<file path="src/rtl/packet_switch_arbiter_pkg.sv">
`default_nettype none
// ==========================================================================
// switch_pkg : shared FSM encoding and constants for packet_switch_arbiter
// Rev 1.0
// ==========================================================================
package switch_pkg;

   typedef enum logic [1:0] {
      IDLE    = 2'd0,
      FORWARD = 2'd1,
      DROP    = 2'd2
   } state_t;

   // Metadata value the parser emits for protocols it cannot classify
   localparam logic [31:0] INVALID_IP    = 32'h0;
   localparam int          ETH_MIN_BYTES = 60;

endpackage
`default_nettype wire

</file>
<file path="src/rtl/packet_switch_arbiter_rr_arbiter.sv">
`default_nettype none
// ==========================================================================
// rr_arbiter : combinational rotating-priority select, first request at or after ptr
// Rev 1.0
// ==========================================================================
module rr_arbiter #(
   parameter int N = 4,
   parameter int W = 2
) (
   input  logic [N-1:0] req,
   input  logic [W-1:0] ptr,
   output logic [W-1:0] grant,
   output logic         any_grant
);

   logic [W:0]   sum;
   logic [W-1:0] idx;

   // Scan from farthest to nearest so the request closest to ptr wins last
   always_comb begin
      grant = '0;
      sum   = '0;
      idx   = '0;
      for (int off = N - 1; off >= 0; off--) begin
         sum = {1'b0, ptr} + (W+1)'(off);
         if (sum >= (W+1)'(N)) begin
            sum = sum - (W+1)'(N);
         end
         idx = sum[W-1:0];
         if (req[idx]) begin
            grant = idx;
         end
      end
      any_grant = |req;
   end

endmodule
`default_nettype wire

</file>
<file path="src/rtl/packet_switch_arbiter.sv">
`default_nettype none
// ==========================================================================
// packet_switch_arbiter : round-robin packet scheduler, N_IN queues -> one byte stream
// Rev 1.0
// ==========================================================================
module packet_switch_arbiter
   import switch_pkg::*;
#(
   parameter int N_IN         = 4,
   parameter int SRC_W        = 2,
   parameter bit DROP_ZERO_IP = 1'b1
) (
   input  logic                clk,
   input  logic                resetn,
   input  logic [N_IN-1:0]     in_meta_tvalid,
   input  logic [32*N_IN-1:0]  in_meta_tdata,
   output logic [N_IN-1:0]     in_meta_tready,
   input  logic [N_IN-1:0]     in_data_tvalid,
   input  logic [8*N_IN-1:0]   in_data_tdata,
   input  logic [N_IN-1:0]     in_data_tlast,
   output logic [N_IN-1:0]     in_data_tready,
   output logic                out_axis_tvalid,
   output logic [7:0]          out_axis_tdata,
   output logic                out_axis_tlast,
   input  logic                out_axis_tready,
   output logic [31:0]         out_dest_ip,
   output logic [SRC_W-1:0]    out_src,
   output logic                busy,
   output logic [31:0]         forwarded_count,
   output logic [31:0]         dropped_count
);

   state_t            state_q,    state_d;
   logic [SRC_W-1:0]  rr_ptr_q,   rr_ptr_d;
   logic [SRC_W-1:0]  src_q,      src_d;
   logic [31:0]       dest_ip_q,  dest_ip_d;
   logic [31:0]       fwd_cnt_q,  fwd_cnt_d;
   logic [31:0]       drop_cnt_q, drop_cnt_d;

   logic [SRC_W-1:0]  grant;
   logic              any_grant;
   logic [31:0]       grant_ip;
   logic              beat_valid;
   logic              beat_last;
   logic [SRC_W-1:0]  next_ptr;

   rr_arbiter #(
      .N (N_IN),
      .W (SRC_W)
   ) u_rr_arbiter (
      .req       (in_meta_tvalid),
      .ptr       (rr_ptr_q),
      .grant     (grant),
      .any_grant (any_grant)
   );

   assign grant_ip   = in_meta_tdata[32*grant +: 32];
   assign beat_valid = in_data_tvalid[src_q];
   assign beat_last  = in_data_tlast[src_q];
   assign next_ptr   = (src_q == SRC_W'(N_IN - 1)) ? '0 : src_q + 1'b1;

   always_comb begin
      state_d         = state_q;
      rr_ptr_d        = rr_ptr_q;
      src_d           = src_q;
      dest_ip_d       = dest_ip_q;
      fwd_cnt_d       = fwd_cnt_q;
      drop_cnt_d      = drop_cnt_q;
      in_meta_tready  = '0;
      in_data_tready  = '0;
      out_axis_tvalid = 1'b0;
      out_axis_tdata  = 8'h00;
      out_axis_tlast  = 1'b0;

      case (state_q)
         IDLE: begin
            // Pop is combinational so the grant and the metadata word are taken together
            if (any_grant) begin
               in_meta_tready[grant] = 1'b1;
               src_d                 = grant;
               dest_ip_d             = grant_ip;
               state_d = (DROP_ZERO_IP && (grant_ip == INVALID_IP)) ? DROP : FORWARD;
            end
         end
         FORWARD: begin
            out_axis_tvalid       = beat_valid;
            out_axis_tdata        = in_data_tdata[8*src_q +: 8];
            out_axis_tlast        = beat_last;
            in_data_tready[src_q] = out_axis_tready;
            if (beat_valid && out_axis_tready && beat_last) begin
               fwd_cnt_d = fwd_cnt_q + 32'd1;
               rr_ptr_d  = next_ptr;
               state_d   = IDLE;
            end
         end
         DROP: begin
            in_data_tready[src_q] = 1'b1;
            if (beat_valid && beat_last) begin
               drop_cnt_d = drop_cnt_q + 32'd1;
               rr_ptr_d   = next_ptr;
               state_d    = IDLE;
            end
         end
         default: begin
            state_d = IDLE;
         end
      endcase
   end

   always_ff @(posedge clk) begin
      if (!resetn) begin
         state_q    <= IDLE;
         rr_ptr_q   <= '0;
         src_q      <= '0;
         dest_ip_q  <= 32'h0;
         fwd_cnt_q  <= 32'h0;
         drop_cnt_q <= 32'h0;
      end else begin
         state_q    <= state_d;
         rr_ptr_q   <= rr_ptr_d;
         src_q      <= src_d;
         dest_ip_q  <= dest_ip_d;
         fwd_cnt_q  <= fwd_cnt_d;
         drop_cnt_q <= drop_cnt_d;
      end
   end

   assign out_dest_ip     = dest_ip_q;
   assign out_src         = src_q;
   assign busy            = (state_q != IDLE);
   assign forwarded_count = fwd_cnt_q;
   assign dropped_count   = drop_cnt_q;

endmodule
`default_nettype wire

</file>
<file path="config.mk">
export PLATFORM = sky130hd
export DESIGN_NAME = packet_switch_arbiter
export DESIGN_NICKNAME = d
export VERILOG_FILES = /design/src/rtl/packet_switch_arbiter_pkg.sv /design/src/rtl/packet_switch_arbiter_rr_arbiter.sv /design/src/rtl/packet_switch_arbiter.sv
export SDC_FILE = /design/constraint.sdc
export NUM_CORES = 1
export LEC_CHECK = 0
export BUFFER_PORTS_ARGS = -buffer_cell sky130_fd_sc_hd__buf_2
export CELL_PAD_IN_SITES_DETAIL_PLACEMENT = 1
export CELL_PAD_IN_SITES_GLOBAL_PLACEMENT = 1
export CORE_MARGIN = 4
export CORE_UTILIZATION = 36
export CTS_CLUSTER_DIAMETER = 80
export DETAILED_ROUTE_END_ITERATION = 6
export PLACE_DENSITY = 0.88
export SKIP_LAST_GASP = 1
export SYNTH_ARGS = -nofsm -noshare
export SYNTH_HDL_FRONTEND = slang
export SYNTH_SLANG_ARGS = --single-unit
</file>
<file path="constraint.sdc">
create_clock -name clk -period 6.2 [get_ports clk]
set_clock_uncertainty 0.2 [all_clocks]
set_input_delay 1.24 -clock clk [delete_from_list [all_inputs] [get_ports clk]]
set_output_delay 1.24 -clock clk [all_outputs]
set_load 0.02 [all_outputs]
</file>
# After elaboration in Yosys (flattened, before gate mapping)
# Index checks and enable logic that the tools add are counted.
# word_totals
register_bits	102
out_inout_bits	117
word_cells	91
in_bits	175
# classes
mux	39
n_eq_ne	6
n_bitwise	1
add_sub_neg	10
n_lt_le_gt_ge	12
n_reduce_logical	15
shift	2
# op_table
cell	count
$shiftx 128x8->32	1
$add 32x1->32 const B	2
$logic_not 32->1	1
$shiftx 32x6->8	1
$mux 2	15
$lt 2x3->1 const B	6
$bmux 1 s2	6
$mux 1	10
$ge 3x3->1 const B	3
$mux 4	2
$mux 8	1
$pmux 4 s2	1
$sub 2x1->2 const B	4
$add 2x2->3 const B	2
$ne 2x2->1 const B	3
$pmux 2 s3	1
$reduce_and 2->1	3
$reduce_and 3->1	2
$logic_and 1x1->1	5
$and 4x4->4	1
$demux 1 s2	2
$eq 2x2->1 const B	2
$ge 2x1->1 const B	2
$pmux 2 s2	1
other kinds (7)	8

# Logic depth before layout (Yosys ltp)
# logic_depth
ltp_word	15
depth_mapped	12
depth_no_buf	9

# Modules after synthesis
# Synthesis repeated with hierarchy kept, for this count alone.
# hier_totals
cells_unflattened	624
area_unflattened_um2	5635.4
# modules_own_cells
module	n_inst	area_each_um2	cells_per_inst
packet_switch_arbiter	1	5557.8	611
rr_arbiter	1	77.6	13

# Worst setup path after synthesis
# OpenSTA, ideal clock, no wires.
# synth_path
kind	input-to-output
from	input in_meta_tvalid[2]
to	output in_meta_tready[1]
setup_slack_ps	1829
arrival_ps	2931
path_stages	7
t_required_ps	4760
path_cell_list	nor2b_1 buf_6 nor4b_1 clkbuf_1 nor2_1 clkbuf_1 nor3_1
# synth_via
elab_chain_cells	12
word_cells_on_any_way	20
# synth_rtl
item	line	source
start: declaration	packet_switch_arbiter.sv:15	input logic [N_IN-1:0] in_meta_tvalid,
$bmux 1 s2	packet_switch_arbiter_rr_arbiter.sv:30	if (req[idx]) begin
$mux 1 (implied by the code)	packet_switch_arbiter_rr_arbiter.sv:30	
$mux 2 (4 in a row)	packet_switch_arbiter_rr_arbiter.sv:30	
$lt 2x3->1 (implied by the code) / $ge 2x1->1 (equally long branches)	packet_switch_arbiter.sv:79	in_meta_tready[grant] = 1'b1;
$logic_and 1x1->1 (implied by the code)	packet_switch_arbiter.sv:79	
$mux 1 (implied by the code)	packet_switch_arbiter.sv:79	
$demux 1 s2	packet_switch_arbiter.sv:79	
$mux 4 *	packet_switch_arbiter.sv:78	if (any_grant) begin
$mux 4 *	packet_switch_arbiter.sv:75	case (state_q)
end: declaration	packet_switch_arbiter.sv:17	output logic [N_IN-1:0] in_meta_tready,
# Every way passes the cells marked *; elsewhere a longest branch is shown, timed or not. The select of a mux whose other input is x is not followed.

# Worst setup path after layout
# layout_path
from	input in_meta_tvalid[0]
to	output in_meta_tready[3]
# Same word-level chain as after synthesis.

==> impl_metrics.csv <==
group,metric,value,unit
outcome,status,"finished clean",
worst_hold_path,hold_start,"out_dest_ip[2]",
logic_synthesis,synth_cell_types,47,
place,portBuffers,291,
pwr,peakVddDrop,0.130,mV
finish,layout.nets,1234,
drt,ant_nets,0,
critical_path,cp_data_required_time,4.76,ns
global_routing,grt_overflow,0,
logic_synthesis,seq_area_frac_synth,0.321,
critical_path,crit_path_max_fanout,17,
finish,final_common_cell,"buf_2",
worst_hold_path,hold_class,"reg -> reg",
critical_path,rr_worst_depth,9,
logic_synthesis,ys.flop_type,"dfxtp_1",
place,gp_congestion,1.02,
finish,layout_common_cells,"buf_2 (291), nand2_1 (109), dfxtp_1 (102), and2_1 (82), nand3_1 (69)",
timing,setup_tns,0,ns
clock_tree,cts_tree,"built",
drt,wl_per_cell,20.0,um
floorplanning,die_area,0.0199,mm^2
worst_hold_path,worstHoldPathCells,2,
logic_synthesis,synth_fp_nets,980,
clock_tree,clk_pin_slew_worst_paths,0.07,ns
clock_tree,numCtsBuffers,9,
drt,drt_iter0_markers,303,
critical_path,crit_arrival,3.49,ns
clock_tree,hold_buffers,0,
drt,viasPerCell,5.57,
drt,vias,7126,
logic_synthesis,ys_async_sr_fraction,0,
critical_path,reg2reg_slack,2.28,ns
clock_tree,cts_sinks,102,
critical_path,r2r_end,"state_q[1]",
drt,drtPass1Iterations,5,
timing,drv_slew,0,
floorplanning,dieWidth,141,um
logic_synthesis,syn_area,0.00637,mm^2
floorplanning,die_height,141,um
timing,rsz0062_at_grt,"no",
finish,drive_gt1_frac,0.323,
drt,routed_wirelength,25.6,mm
clock_tree,clock_latency,0.36,ns
floorplanning,start_util,0.368,
timing,maxSlewHeadroom,0.224,
logic_synthesis,ys_warn_count,0,
critical_path,startpoint_type,"primary input",
floorplanning,core.rowCount,48,
job,cap_violations,0,
timing,period_needed,4.93,ns
logic_synthesis,synth_top_area_frac,0.321,
logic_synthesis,yosys.area.top_type,"dfxtp_1",
logic_synthesis,synth_area_per_cell,8.00,um^2
pwr,leakagePower,3.78,nW
finish,area_growth,29.8,%
clock_tree,h-tree-depth,3,
clock_tree,cts_resized,0,
global_routing,grt_pass1_wl,39.8,mm
global_routing,antenna_found_initial,0,
pwr,power,0.00184,W
place,dpl.hpwl,20.1,mm
timing,max_freq,203,MHz
finish,diodes,0,
critical_path,crit_type,"in -> out",
logic_synthesis,synth_seq_cells,102,
floorplanning,core,0.0173,mm^2
clock_tree,post_cts_buffers,0,
floorplanning,io_pins,292,
logic_synthesis,syn-instance-count,796,
logic_synthesis,ys_top_cells_by_area,"dfxtp_1 (32%), and2_1 (8.1%), nand2_1 (6.4%)",
critical_path,endpoint_kind,"primary output",
clock_tree,clk_path_buf_depth,2,
global_routing,grt_pass1_vias,7309,
logic_synthesis,synth_edf_count,0,
timing,period_share,0.796,
timing,setup_viol,0,
timing,finalHoldViolCount,0,
clock_tree,cts_root_buf,"clkbuf_16",
timing,tightest_slew,1.16,ns
drt,remaining_drc_errors,0,
worst_hold_path,hold_path_end,"out_dest_ip[2]",
critical_path,reg2reg_from,"rr_ptr_q[0]",
global_routing,grt_usage,0.251,
global_routing,grt_max_degree,105,
pwr,powerDensity,223,mW/mm^2
[registers in the layout (all words and copies together) (netlist names)]
signal,count
dropped_count,32
rr_ptr_q,2
forwarded_count,32
out_dest_ip,32
state_q,2
out_src,2
[critical path, cell delays in order]
cell and delay [ns]:
buf_2 0.13, nor2b_1 0.17, o21bai_1 0.91, nand2_1 0.54, nor3_1 0.29, buf_2 0.21
[cell usage after synthesis, types with 15 or more instances]
| cell | instances |
|---|---|
| o21ai_0 | 39 |
| and2_1 | 82 |
| dfxtp_1 | 102 |
| nand3_1 | 69 |
| a32oi_1 | 15 |
| a221oi_1 | 15 |
| nand4_1 | 15 |
| nor4_1 | 21 |
| and3_1 | 32 |
| nor3b_1 | 15 |
| a21oi_1 | 20 |
| xnor2_1 | 42 |
| nand2_1 | 109 |
| clkbuf_1 | 47 |
| a21boi_0 | 32 |
[worst max-delay path by stage]
stage	slack, ns	startpoint	end
after floorplan	1.83	in_meta_tvalid[2]	in_meta_tready[1]
after global placement	1.33	in_meta_tvalid[0]	in_meta_tready[2]
after detailed placement	1.29	in_meta_tvalid[0]	in_meta_tready[2]
after CTS	1.29	in_meta_tvalid[0]	in_meta_tready[2]
after global routing	1.09	in_meta_tvalid[0]	in_meta_tready[3]
final	1.27	in_meta_tvalid[0]	in_meta_tready[3]
[layout make-up]
cell class	count	area, um^2
clock buffers	9	225
clock inverters	7	66.3
fillers	2243	9030
inverters	7	26.3
multi-input cells	624	4060
flip-flops and latches	102	2040
well taps	225	282
repair buffers	306	1570
[kinds of logic after synthesis]
kind of cell | after synthesis | synth area share
AND/OR/NAND/NOR | 394 | 0.334
XOR/XNOR | 53 | 0.0729
AO/OA/AOI/OAI | 156 | 0.170
adder cells (fa/ha/maj) | 9 | 0.0177
buffers and inverters | 70 | 0.0454
multiplexers | 12 | 0.0385
flip-flops | 102 | 0.321
[power breakdown]
part,total [W],leakage [nW],internal [W],switching [W]
clock network,0.000575,0.141,0.000282,0.000292
logic,0.000541,2.81,0.000204,0.000337
registers,0.000729,0.829,0.000693,0.0000357
[per-layer routing]
metal  up-vias  wire length [um]  track usage
li1       3364                 -            -
met1      3431             10400        0.305
met2       280             12700        0.440
met3        51              1600       0.0472
met4         0               896       0.0943
met5         -                 0            0
[per-stage QoR]
step	setup slack, ns	util	instances	instance area, um^2	hold slack, ns
floorplan	1.83	-	796	6370	0.255
global placement	1.33	0.461	1264	7970	0.253
detailed placement	1.29	0.461	1264	7970	0.260
CTS	1.29	0.478	1280	8270	0.270
global route	1.09	0.478	1280	8270	0.295
finish	1.27	0.478	1280	8270	0.267
Note: power is estimated with default switching activity, not from simulation.
